### src/rtl/cnt_sched_pkg.sv
// Shared types and constants for the burst scheduler.
// FSM encoding, requester count, counter channel ids.
package cnt_sched_pkg;

  typedef enum logic {
    IDLE  = 1'b0,
    ISSUE = 1'b1
  } state_t;

  localparam int NREQ = 2;

  localparam logic CH0 = 1'b0;
  localparam logic CH1 = 1'b1;

endpackage

### src/rtl/cnt_sched_if.sv
// Requester/counter-side bundle of the burst scheduler.
// master: requesting logic; slave: cnt_sched.
interface cnt_sched_if #(
  parameter int LEN_W = 4
);
  import cnt_sched_pkg::*;

  logic [NREQ-1:0]  req_valid;
  logic [NREQ-1:0]  req_chan;
  logic [LEN_W-1:0] req_len0;
  logic [LEN_W-1:0] req_len1;
  logic             Hold;
  logic [NREQ-1:0]  req_ready;
  logic [NREQ-1:0]  done;
  logic             Slt;
  logic             En;
  logic             busy;

  modport master (
    output req_valid, req_chan,
    output req_len0, req_len1, Hold,
    input  req_ready, done,
    input  Slt, En, busy
  );

  modport slave (
    input  req_valid, req_chan,
    input  req_len0, req_len1, Hold,
    output req_ready, done,
    output Slt, En, busy
  );

endinterface

### src/rtl/cnt_sched_arb.sv
// rr_arb2: combinational 2-way round-robin arbiter.
// req: requests, last: last served id, gnt: one-hot grant.
module rr_arb2 (
  input  logic [1:0] req,
  input  logic       last,
  output logic [1:0] gnt
);

  always_comb begin
    gnt = 2'b00;
    unique case (1'b1)
      (req[0] & req[1]):
        gnt = last ? 2'b01 : 2'b10;
      (req[0] & ~req[1]):
        gnt = 2'b01;
      (~req[0] & req[1]):
        gnt = 2'b10;
      default:
        gnt = 2'b00;
    endcase
  end

endmodule

### src/rtl/cnt_sched.sv
// Burst scheduler driving Slt/En of the 2-channel counter.
// Ports: Clk, Reset (sync, high), bus (cnt_sched_if.slave).
module cnt_sched
  import cnt_sched_pkg::*;
#(
  parameter int LEN_W = 4
) (
  input logic       Clk,
  input logic       Reset,
  cnt_sched_if.slave bus
);

  state_t           st;
  state_t           st_nx;
  logic             cur_req;
  logic             cur_chan;
  logic             last_srv;
  logic [LEN_W-1:0] rem;
  logic [NREQ-1:0]  gnt;
  logic [NREQ-1:0]  done_q;
  logic             win;
  logic             win_chan;
  logic [LEN_W-1:0] win_len;
  logic             accept;
  logic             en_i;

  rr_arb2 u_arb (
    .req  (bus.req_valid),
    .last (last_srv),
    .gnt  (gnt)
  );

  assign win      = gnt[1];
  assign win_chan = bus.req_chan[win];
  assign win_len  = win ? bus.req_len1
                        : bus.req_len0;

  assign accept = (st == IDLE) && (|gnt)
                && !Reset;
  assign en_i   = (st == ISSUE) && !bus.Hold
                && !Reset;

  always_comb begin
    st_nx = st;
    unique case (st)
      IDLE:
        if (accept && (win_len != '0))
          st_nx = ISSUE;
      ISSUE:
        if (en_i && (rem == LEN_W'(1)))
          st_nx = IDLE;
      default:
        st_nx = IDLE;
    endcase
  end

  always_ff @(posedge Clk) begin
    if (Reset) begin
      st       <= IDLE;
      rem      <= '0;
      cur_req  <= 1'b0;
      cur_chan <= CH0;
      last_srv <= 1'b1;
      done_q   <= '0;
    end else begin
      st     <= st_nx;
      done_q <= '0;
      if (accept) begin
        cur_req  <= win;
        cur_chan <= win_chan;
        rem      <= win_len;
        last_srv <= win;
        // zero-length burst completes without issuing
        if (win_len == '0)
          done_q <= gnt;
      end else if (en_i) begin
        rem <= rem - LEN_W'(1);
        if (rem == LEN_W'(1))
          done_q <= cur_req ? 2'b10 : 2'b01;
      end
    end
  end

  assign bus.req_ready = accept ? gnt : '0;
  assign bus.En        = en_i;
  assign bus.Slt       = ((st == ISSUE) && !Reset)
                       ? cur_chan : CH0;
  assign bus.busy      = (st == ISSUE);
  assign bus.done      = done_q;

endmodule

### src/flat_wrapper.sv
// flat-port wrapper written by rule: the top's interface ports become plain ports
module cnt_sched_flat import cnt_sched_pkg::*;
#(
  parameter int LEN_W = 4
)
  (Clk, Reset, bus_req_valid, bus_req_chan, bus_req_len0, bus_req_len1, bus_Hold, bus_req_ready, bus_done, bus_Slt, bus_En, bus_busy);
  cnt_sched_if #(.LEN_W(LEN_W)) bus_i ();
  input logic Clk;
  input logic Reset;
  input wire logic [$bits(bus_i.req_valid)-1:0] bus_req_valid;
  input wire logic [$bits(bus_i.req_chan)-1:0] bus_req_chan;
  input wire logic [$bits(bus_i.req_len0)-1:0] bus_req_len0;
  input wire logic [$bits(bus_i.req_len1)-1:0] bus_req_len1;
  input wire logic [$bits(bus_i.Hold)-1:0] bus_Hold;
  output wire logic [$bits(bus_i.req_ready)-1:0] bus_req_ready;
  output wire logic [$bits(bus_i.done)-1:0] bus_done;
  output wire logic [$bits(bus_i.Slt)-1:0] bus_Slt;
  output wire logic [$bits(bus_i.En)-1:0] bus_En;
  output wire logic [$bits(bus_i.busy)-1:0] bus_busy;
  assign bus_i.req_valid = bus_req_valid;
  assign bus_i.req_chan = bus_req_chan;
  assign bus_i.req_len0 = bus_req_len0;
  assign bus_i.req_len1 = bus_req_len1;
  assign bus_i.Hold = bus_Hold;
  assign bus_req_ready = bus_i.req_ready;
  assign bus_done = bus_i.done;
  assign bus_Slt = bus_i.Slt;
  assign bus_En = bus_i.En;
  assign bus_busy = bus_i.busy;
  cnt_sched #(.LEN_W(LEN_W)) u_core (.Clk(Clk), .Reset(Reset), .bus(bus_i));
endmodule
### config.mk
export PLATFORM = sky130hd
export DESIGN_NAME = cnt_sched_flat
export DESIGN_NICKNAME = d
export VERILOG_FILES = /design/src/rtl/cnt_sched_pkg.sv /design/src/rtl/cnt_sched_if.sv /design/src/rtl/cnt_sched_arb.sv /design/src/rtl/cnt_sched.sv /design/src/flat_wrapper.sv
export SDC_FILE = /design/constraint.sdc
export NUM_CORES = 1
export LEC_CHECK = 0
export BUFFER_PORTS_ARGS = -buffer_cell sky130_fd_sc_hd__buf_2
export CORE_AREA = 3 3 41 43
export DETAILED_ROUTE_END_ITERATION = 16
export DIE_AREA = 0 0 44 46
export MAX_ROUTING_LAYER = met4
export PLACE_DENSITY = 0.84
export SYNTH_ARGS = -nofsm -noshare
export SYNTH_HDL_FRONTEND = slang
export SYNTH_HIERARCHICAL = 1
export SYNTH_SLANG_ARGS = --single-unit
### constraint.sdc
create_clock -name Clk -period 2 [get_ports Clk]
set_clock_uncertainty 0.2 [all_clocks]
set_input_delay 0.4 -clock Clk [delete_from_list [all_inputs] [get_ports Clk]]
set_output_delay 0.4 -clock Clk [all_outputs]
set_load 0.02 [all_outputs]
* Yosys cells after proc, flatten, opt, wreduce, memory -nomap -nowiden *
Cells that the tools add are included.

storage, ports and cells
  register bits = 10
  bits of input ports = 15
  output and inout port bits = 7
  word-level logic and storage cells = 45

operators by class
  $add $sub $neg = 1
  $lt $le $gt $ge = 1
  equality and inequality tests = 1
  mux-type cells = 17
  bitwise operators = 6
  reductions and logical operators = 13

operators by type and width
  cell                                                         number
  two-way mux 2 bit                                            7
  two-way mux 4 bit                                            3
  logical AND 1 bit                                            7
  one-hot mux 2 bit (3 select lines)                           1
  two-way mux 1 bit                                            5
  == test 4 x 1 -> 1 bit (second input constant)               1
  zero test 4 bit                                              1
  nonzero test 4 bit                                           1
  subtractor 4 x 1 -> 4 bit (second input constant)            1
  bitwise AND 1 bit                                            3
  NOT 1 bit                                                    3
  zero test 1 bit                                              2
  less-than comparator 1 x 2 -> 1 bit (second input constant)  1
  one-hot mux 1 bit (2 select lines)                           1
  nonzero test 2 bit                                           1
  OR reduction 2 bit                                           1

* Logic depth before layout (Yosys ltp) *
Gate-level depths: netlist of the first run.

  depth in word-level cells = 9
  depth in mapped cells = 5

* Modules after synthesis *
The synthesis of the first run kept the hierarchy.

modules (own cells, without submodules)
  module     instances  cells each  area an instance (µm²)  seq. area each (µm²)
  cnt_sched  1          69          621.8                   200.2
  rr_arb2    1          3           18.8                    0.0

* Least setup slack after synthesis of the first run *
No wires, ideal clock.

  kind = in2out
  start = input port bus_req_valid[1]
  end = output port bus_req_ready[1]
  data arrival time = 1.243 ns
  required time = 1.400 ns
  path slack = 0.157 ns
  cell stages on the path = 3
  buffers on the path = 0
  cell sequence = a21boi_0 -> nor2b_1 -> and2_1

between the ends
  longest elaborated chain between the ends = 7

RTL lines
  item                                  RTL line             source
  start, declared                       flat_wrapper.sv:10   input wire logic [$bits(bus_i.req_valid)-1:0] bus_req_valid;
  NOT 1 bit                             cnt_sched_arb.sv:14  (req[0] & ~req[1]):
  bitwise AND 1 bit                     cnt_sched_arb.sv:14
  one-hot mux 2 bit (3 select lines) *  cnt_sched_arb.sv:11  unique case (1'b1)
  OR reduction 2 bit                    cnt_sched.sv:38      assign accept = (st == IDLE) && (|gnt)
  logical AND 1 bit                     cnt_sched.sv:38
  logical AND 1 bit                     cnt_sched.sv:39      && !Reset;
  two-way mux 2 bit *                   cnt_sched.sv:84      assign bus.req_ready = accept ? gnt : '0;
  end, declared                         flat_wrapper.sv:15   output wire logic [$bits(bus_i.req_ready)-1:0] bus_req_ready;

Every way passes the cells marked *; elsewhere a longest branch is shown, timed or not.

* Final worst setup path of the first run *
  start = register u_core.last_srv
  end = output port bus_req_ready[1]

between the ends
  longest elaborated chain between the ends = 6

RTL lines
  item                                  RTL line             source
  start, declared                       cnt_sched.sv:17      logic last_srv;
  start signal, assigned                cnt_sched.sv:72      last_srv <= win;
  two-way mux 2 bit *                   cnt_sched_arb.sv:13  gnt = last ? 2'b01 : 2'b10;
  one-hot mux 2 bit (3 select lines) *  cnt_sched_arb.sv:11
  net u_core.gnt[1]                     cnt_sched.sv:19      logic [NREQ-1:0] gnt;
  OR reduction 2 bit                    cnt_sched.sv:38
  logical AND 1 bit                     cnt_sched.sv:38
  logical AND 1 bit                     cnt_sched.sv:39
  two-way mux 2 bit *                   cnt_sched.sv:84

Mark *: on every way through the listed nets, which the timed path passes. The rest lies on a longest branch.

==> results of run 1 <==
==> through the flow <==
| step | area, um2 | hold slack [ns] | power [mW] | utilization (%) |
|---|---|---|---|---|
| 4_1_cts | 825 | 0.180 | 0.629 | 61.8 |
| 6_report | 835 | 0.187 | 0.627 | 62.6 |
| 5_1_grt | 835 | 0.191 | 0.666 | 62.6 |
| 3_5_place_dp | 783 | 0.270 | 0.435 | 58.7 |
| 3_3_place_gp | 783 | 0.249 | 0.428 | 58.7 |
| 2_1_floorplan | 641 | 0.235 | 0.374 | - |
==> cells by family (layout without fill, tap and decap cells) <==
kind of cell	count (synthesis)	in the layout	synth area share, %
and+or+nand+nor	25	25	27.5
AOI/OAI and AO/OA	23	23	28.3
buffers and inverters	12	40	8.99
DFF	10	10	31.2
adders and majority gates	2	2	3.91
==> final timing paths <==
kind	start	endpoint	slack (ns)	depth (start not counted)
setup / recovery	u_core/last_srv	bus_req_ready[1]	0.09	5
hold / removal	Reset	u_core/cur_req	0.19	2
setup reg to reg	u_core/last_srv	u_core/bus.busy	0.11	6
hold reg to reg	u_core/cur_chan	u_core/cur_chan	0.28	2
==> state kept, by name, indices dropped and copies added (netlist names) <==
register	cells
u_core/bus.busy	1
u_core/bus.done	2
u_core/cur_chan	1
u_core/cur_req	1
u_core/last_srv	1
u_core/rem	4
==> critical path: cells and delay by family (launching register included) <==
kind / cells / cell delay [ns]
AND/OR/NAND/NOR: 2 / 0.30
AO/OA/AOI/OAI: 1 / 0.14
flip-flops: 1 / 0.32
buffers and inverters: 2 / 0.27
==> placed cells by master (no fill, tap or decap), types with 2 or more instances in the layout <==
| cell | n |
|---|---|
| inv_1 | 7 |
| and3b_1 | 2 |
| buf_4 | 8 |
| a21oi_1 | 4 |
| buf_2 | 20 |
| ha_1 | 2 |
| nand3b_1 | 2 |
| clkbuf_4 | 3 |
| nand2_1 | 2 |
| a22o_1 | 2 |
| a21boi_1 | 2 |
| dfxtp_1 | 10 |
| nor2_1 | 4 |
| o221ai_1 | 3 |
==> where the power goes <==
group          switching, mW  internal [mW]  total (mW)
Combinational         0.0990         0.0916       0.191
Clock                 0.0782          0.111       0.189
Sequential            0.0227          0.225       0.248
==> per-layer routing <==
layer | GRT usage, % | vias up
li1 | - | 325
met1 | 20.4 | 309
met2 | 29.1 | 40
met3 | 2.77 | 7
met4 | 16.9 | 0
met5 | - | -
==> layout make-up <==
cell class	count	area share, %
inverters	8	3.75
clock buffers	4	4.35
flip-flops and latches	10	24.0
multi-input cells	50	46.5
repair buffers	28	19.2
well taps	15	2.25
==> timing repair <==
action / CTS / global route
gates cloned: 0 / 0
setup endpoints to repair: 1 / 1
gates resized for setup: 2 / 2
endpoints found under the hold margin: 0 / 0
setup buffers: 0 / 1
==> flow_summary_export.csv, run 1 <==
group,metric,value,unit
setup_path,cp_data_arrival_time,1.31,ns
finish,fillers,113,
setup_path,crit_type,"flip-flop to output pin",
sta,fmax,0.524,GHz
yosys,synth-seq-cells,10,
floorplanning,die_x,44,um
yosys,synth_area_per_cell,8.90,um2
finish,stdcell_count,115,
finish,nets,118,
floorplanning,rows,13,
detailed_routing,dr.max_layer_used,"met4",
finish,multi_input_area,388,um2
sta,report.final.slew_viol_count,0,
floorplanning,die_h,46,um
yosys,synth.top_cell.area_share,31.3,%
detailed_routing,via_per_inst,5.92,
cts,h-tree-depth,1,
sta,timing.final.crit_period,1.91,ns
global_route,grt_overflow_total,0,
detailed_routing,wl_met1,637,um
yosys,syn_nets,89,
hold_path,hold_class,"primary input to flip-flop",
status,outcome,"finished clean",
finish,insertedDiodeCount,0,
global_route,grt_pass1_vias,648,
placed_design,place_inst,110,
setup_path,critical_path.endpoint_type,"output pin",
setup_path,required,1.40,ns
power_and_ir_drop,leakage,0.380,nW
yosys,synthDistinctLibCells,41,
yosys,synthTopCellsByArea,"dfxtp_1 (31%), inv_1 (4.1%), o221ai_1 (4.1%), ha_1 (3.9%), nor4b_4 (3.7%)",
floorplanning,core_region_area,1330,um2
cts,cts.path.max_buffers,2,
cts,cts_hold_buf,0,
flow_run,drv_cap,0,
sta,setup_viol,0,
sta,slew_headroom,71.0,%
floorplanning,fp.dieArea,2020,um2
detailed_routing,ant_nets,0,
sta,rsz0062_at_grt,"false",
yosys,synth.most_common_cell,"dfxtp_1",
power_and_ir_drop,powerDensity,752,nW/um2
detailed_routing,firstDrtPassIters,4,
cts,path_clk_slew,0.07,ns
cts,cts_buffers,3,
setup_path,cp_slowest_cell,"dfxtp_1",
cts,cts-root-buf,"clkbuf_4",
yosys,synth_warnings,6,
finish,register_area,200,um2
yosys,syn_inst,72,
setup_path,critPathMaxFanout,5,
detailed_routing,drt_iter0_markers,36,
detailed_routing,wl_per_cell,14.5,um
floorplanning,pin_count,22,
detailed_routing,wl_met2,794,um
setup_path,critPathLaunchType,"flip-flop",
detailed_routing,wirelength,1670,um
setup_path,cp_cell_sequence,"a21boi_1 > buf_4 > nor2b_2 > and2_4 > buf_4",
detailed_routing,vias,681,
sta,finalCritPeriodShare,95.5,%
yosys,netlist_area,641,um2
power_and_ir_drop,ir_worst_vdd,0.388,mV
yosys,synth_edf_count,0,
cts,cts_sinks,10,
cts,clock_latency,0.27,ns
placed_design,gp_congestion,0.854,
floorplanning,initial_utilization,48.0,%
finish,drive_above_1_share,39.0,%
global_route,antenna_found_initial,0,
placed_design,dpl_worst_slack,0.0559,ns
global_route,grt_use_total,18.7,%
global_route,grt_max_degree,10,
yosys,synth_ff_type,"dfxtp_1",
sta,worst_slew_pin_slew,0.431,ns
yosys,seq_area_frac_synth,31.3,%
yosys,synth_common_cells,"dfxtp_1 (10), inv_1 (7), a21oi_1 (4), nor2_1 (4), o221ai_1 (3)",
placed_design,io_buffers,21,
detailed_routing,route.met3.wl,176,um
sta,hold_violations,0,
detailed_routing,drcViolationCount,0,
sta,finalWorstSetupSlack,0.0909,ns
finish,syn2layout_area_growth,30.3,%
setup_path,path_common_cell,"buf_4",
cts,cts_tree,"done",
setup_path,cpPeakStageDelay,0.32,ns
global_route,grt_pass1_wl,2640,um
placed_design,dp_hpwl,1260,um
sta,tns,0,ns
yosys,synth_top_area_cell,"dfxtp_1",
yosys,ys_async_sr_fraction,0,%
Note: power is estimated with default switching activity, not from simulation.
==> inputs of run 2 (changes only) <==
- SETUP_SLACK_MARGIN: unset -> 0.2
==> run 2 against run 1 <==
Critical path depth shrank 1; cell count fell by 0.87%; worst setup slack improved by 0.10 ns; count of clock-buffer cells in the layout down 1; maximum frequency is 5.7% higher; sequential cell count stayed put; sequential power up 2%; die area unchanged; combinational power is 9% higher; register-to-register slack better by 0.19 ns; power decreased by 4.4%.
==> flow_summary_export.csv, run 2 (synthesis results as in run 1) <==
group,metric,value,unit
status,outcome,"finished clean",
power_and_ir_drop,leakage,0.381,nW
detailed_routing,dr.max_layer_used,"met4",
setup_path,cpPeakStageDelay,0.33,ns
cts,h-tree-depth,1,
floorplanning,fp.dieArea,2020,um2
detailed_routing,via_per_inst,5.94,
global_route,grt_use_total,19.9,%
hold_path,hold_class,"primary input to flip-flop",
finish,multi_input_area,400,um2
flow_run,drv_cap,0,
detailed_routing,vias,677,
sta,timing.final.crit_period,1.81,ns
sta,hold_violations,0,
finish,syn2layout_area_growth,34.0,%
sta,fmax,0.554,GHz
cts,clock_latency,0.27,ns
sta,finalCritPeriodShare,90.3,%
sta,worst_slew_pin_slew,0.449,ns
global_route,grt_pass1_wl,2770,um
setup_path,cp_data_arrival_time,1.21,ns
setup_path,path_delay_family,"flip-flops",
placed_design,gp_congestion,0.789,
power_and_ir_drop,switching_share,33.2,%
cts,cts_buffers,3,
placed_design,postPlaceCellArea,762,um2
global_route,grt_overflow_total,0,
detailed_routing,drcViolationCount,0,
detailed_routing,drt_iter0_markers,18,
power_and_ir_drop,ir_worst_vdd,0.306,mV
setup_path,critical_path.endpoint_type,"output pin",
power_and_ir_drop,pwr-share-seq,42.0,%
cts,cts-root-buf,"clkbuf_4",
sta,rsz0062_at_grt,"true",
global_route,grt_max_degree,14,
cts,cts_sinks,10,
detailed_routing,wl_met2,824,um
detailed_routing,wl_met1,704,um
cts,cts_tree,"done",
sta,slew_headroom,70.0,%
finish,layout_commonest_cell,"buf_2",
finish,nets,118,
floorplanning,core_region_area,1330,um2
cts,path_clk_slew,0.07,ns
finish,drive_above_1_share,42.4,%
detailed_routing,firstDrtPassIters,4,
setup_path,crit_type,"flip-flop to output pin",
detailed_routing,route.met3.wl,150,um
cts,cts.path.max_buffers,2,
setup_path,critPathMaxFanout,3,
finish,register_area,205,um2
finish,top_register,"u_core/rem",
sta,tns,0,ns
finish,fillers,116,
setup_path,cp_cell_sequence,"a21boi_2 > nor2b_4 > and2_4 > buf_6",
finish,final_cell_mix,"buf_2 (18), dfxtp_1 (8), inv_1 (7), buf_4 (6)",
power_and_ir_drop,p_total,600,uW
detailed_routing,wl_per_cell,15.4,um
setup_path,required,1.40,ns
floorplanning,initial_utilization,48.0,%
sta,report.final.slew_viol_count,0,
detailed_routing,ant_nets,0,
power_and_ir_drop,p_int,400,uW
floorplanning,die_x,44,um
finish,largest_reg_flops,4,
placed_design,io_buffers,21,
power_and_ir_drop,pwr-share-clk,23.2,%
setup_path,path_buf_inv,1,
finish,insertedDiodeCount,0,
power_and_ir_drop,p_sw,199,uW
floorplanning,rows,13,
sta,setup_viol,0,
power_and_ir_drop,powerDensity,699,nW/um2
detailed_routing,wirelength,1750,um
setup_path,rrSetupSlack,0.30,ns
global_route,grt_pass1_vias,646,
power_and_ir_drop,p_comb_share,34.9,%
floorplanning,die_h,46,um
placed_design,dp_hpwl,1210,um
global_route,antenna_found_initial,0,
finish,design_area,858,um2
setup_path,critPathLaunchType,"flip-flop",
setup_path,cp_slowest_cell,"dfxtp_2",
floorplanning,pin_count,22,
## run 2: path summary, 6_finish.rpt
path	from	end	depth (start not counted)
worst max-delay path	u_core/last_srv	bus_req_ready[1]	4
worst min-delay path	Reset	u_core/rem[0]	2
worst max register to register	u_core/last_srv	u_core/rem[2]	7
worst min register to register	u_core/cur_chan	u_core/cur_chan	2
## run 2: cell type report
| cell class | instances | share of cell area (%) |
|---|---|---|
| Clock buffer | 3 | 2.62 |
| Inverter | 8 | 3.64 |
| Multi-Input combinational cell | 50 | 46.6 |
| Sequential cell | 10 | 23.9 |
| Tap cell | 15 | 2.19 |
| Timing Repair Buffer | 28 | 21.0 |
## run 2: per-stage QoR
step	instances	setup slack [ns]	utilization, %	hold slack [ns]
floorplan	72	0.249	-	0.235
global placement	107	0.158	57.1	0.262
detailed placement	107	0.102	57.1	0.269
CTS	114	0.196	63.7	0.226
global route	114	0.142	64.4	0.249
finish	114	0.194	64.4	0.234
## run 2: power by group through the flow
stage                     Clock, mW  Combinational, mW  Sequential, mW
after floorplan                   0              0.122           0.253
after global placement            0              0.162           0.259
after detailed placement          0              0.166           0.260
after CTS                     0.145              0.201           0.250
after global routing          0.151              0.229           0.254
final                         0.139              0.209           0.252
## run 2: metal layers
layer	vias to the layer above	track usage [%]
met5	-	-
met4	0	15.7
met3	8	4.74
met2	36	31.1
met1	310	21.4
li1	323	-
## run 2: repair_timing
| action | in CTS | in global routing |
|---|---|---|
| buffers inserted | 4 | 0 |
| hold buffers | 0 | 0 |
| resized for setup | 12 | 3 |
| pin swaps | 1 | 0 |
| setup endpoints to repair | 3 | 5 |
==> inputs of run 3 (changes only) <==
- BUFFER_PORTS_ARGS: -buffer_cell sky130_fd_sc_hd__buf_2 -> unset
- CELL_PAD_IN_SITES_DETAIL_PLACEMENT: unset -> 1
- CELL_PAD_IN_SITES_GLOBAL_PLACEMENT: unset -> 2
- CORE_AREA: 3 3 41 43 -> 10 10 56 58
- DIE_AREA: 0 0 44 46 -> 0 0 66 68
- DONT_BUFFER_PORTS: unset -> 1
- PLACE_DENSITY: 0.84 -> 0.79
==> run 3 against run 2 <==
Critical path depth decreased by 2; utilization fell by 27 points; maximum frequency up 3.4%; hold slack worse by 0.19 ns; design area shrank 8.0%; largest power group unchanged; routed wire length rose by 10%; register-to-register slack got worse by 0.03 ns; critical endpoint is now bus_En; worst setup slack better by 0.060 ns; sequential share of layout area grew 2.1 points; cell count down 5.3%; die area grew 120%.
==> flow_summary_export.csv, run 3 (synthesis results as in run 1) <==
group,metric,value,unit
floorplanning,core_region_area,2110,um2
finish,syn2layout_area_growth,23.2,%
global_route,grt_use_total,9.28,%
detailed_routing,drt_iter0_markers,8,
global_route,grt_max_degree,13,
placed_design,io_buffers,0,
cts,h-tree-depth,1,
sta,report.final.slew_viol_count,0,
sta,fmax,0.573,GHz
global_route,grt_overflow_total,0,
finish,drive_above_1_share,31.3,%
floorplanning,die_x,66,um
detailed_routing,wirelength,1930,um
floorplanning,initial_utilization,30.4,%
finish,layout_commonest_cell,"dfxtp_1",
sta,setup_viol,0,
detailed_routing,firstDrtPassIters,4,
power_and_ir_drop,powerDensity,735,nW/um2
cts,cts_buffers,3,
sta,fin_hold_ws,0.0429,ns
setup_path,cp_cell_sequence,"or3b_4 > clkinv_4",
global_route,antenna_found_initial,0,
sta,finalCritPeriodShare,87.3,%
finish,final_cell_mix,"dfxtp_1 (8), buf_4 (7), inv_1 (6), a21oi_1 (4)",
finish,largest_reg_flops,4,
setup_path,path_delay_family,"simple AND/OR/NAND/NOR gates",
power_and_ir_drop,leakage,0.300,nW
cts,cts-root-buf,"clkbuf_4",
sta,timing.final.crit_period,1.75,ns
hold_path,hold_class,"primary input to flip-flop",
setup_path,critical_path.endpoint_type,"output pin",
floorplanning,pin_count,22,
floorplanning,die_h,68,um
sta,rsz0062_at_grt,"true",
floorplanning,fp.dieArea,4490,um2
floorplanning,rows,17,
setup_path,critPathLaunchType,"flip-flop",
setup_path,crit_type,"flip-flop to output pin",
sta,slew_headroom,67.4,%
finish,top_register,"u_core/rem",
sta,hold_violations,0,
detailed_routing,drcViolationCount,0,
global_route,grt_pass1_wl,2990,um
cts,cts_sinks,10,
setup_path,cp_slowest_cell,"or3b_4",
flow_run,drv_cap,0,
detailed_routing,wl_per_cell,17.9,um
cts,path_clk_slew,0.07,ns
sta,worst_slew_pin_slew,0.485,ns
finish,insertedDiodeCount,0,
placed_design,dp_hpwl,1480,um
setup_path,path_buf_inv,1,
finish,nets,99,
cts,cts.path.max_buffers,2,
setup_path,cp_data_arrival_time,1.15,ns
status,outcome,"finished clean",
cts,clock_latency,0.26,ns
detailed_routing,via_per_inst,5.39,
setup_path,critPathMaxFanout,5,
power_and_ir_drop,ir_worst_vdd,0.306,mV
sta,tns,0,ns
cts,cts_tree,"done",
detailed_routing,ant_nets,0,
global_route,grt_pass1_vias,572,
setup_path,required,1.40,ns
detailed_routing,vias,582,
setup_path,cpPeakStageDelay,0.41,ns
placed_design,gp_congestion,0.731,
-- run 3: changes by cell type in the layout (fill, tap and decap cells not counted), sizes merged --
cell and change:
buf -20, dlygate4sd3 +1
-- run 3: final timing paths --
check        slack [ns]         endpoint  cells past startpoint            start
min                0.04  u_core/last_srv                      1            Reset
min reg2reg        0.29  u_core/cur_chan                      2  u_core/cur_chan
max reg2reg        0.27  u_core/bus.busy                      4  u_core/bus.busy
max                0.25           bus_En                      2  u_core/bus.busy
-- run 3: stage by stage --
step	std cells	cell area, um2	util, %	worst slack [ns]	total power [mW]
final	108	790	37.5	0.253	0.580
after global routing	108	790	37.5	0.190	0.625
after CTS	105	742	35.2	0.192	0.568
after detailed placement	100	681	32.3	0.223	0.408
after global placement	100	681	32.3	0.242	0.405
after floorplan	72	642	-	0.249	0.375
-- run 3: layout make-up --
type                       count  area (um2)
sequential                    10         205
multi-input combinational     50         414
clock buffer                   3        22.5
tap                           28        35.0
fill                         256        1320
timing repair buffer           9        77.6
inverter                       8        35.0
-- run 3: per-layer routing --
metal | global-route usage, % | routed length [um] | share of wire, % | up-vias
li1 | - | - | - | 285
met1 | 11.7 | 891 | 46 | 279
met2 | 12.7 | 900 | 47 | 14
met3 | 1.79 | 87 | 4.5 | 4
met4 | 7.07 | 49 | 2.5 | 0
met5 | - | 0 | 0 | -
-- run 3: power by group --
part	internal, mW	switching [mW]
clock network	0.0696	0.0714
logic	0.0905	0.0919
registers	0.227	0.0295
-- run 3: repair_timing --
item | 4_1_cts | 5_1_grt
endpoints found under the hold margin | 3 | 0
setup endpoints to repair | 4 | 4
gates cloned | 0 | 0
gates resized for setup | 9 | 7
pin swaps | 0 | 1
hold buffers | 1 | 0
setup buffers | 1 | 3
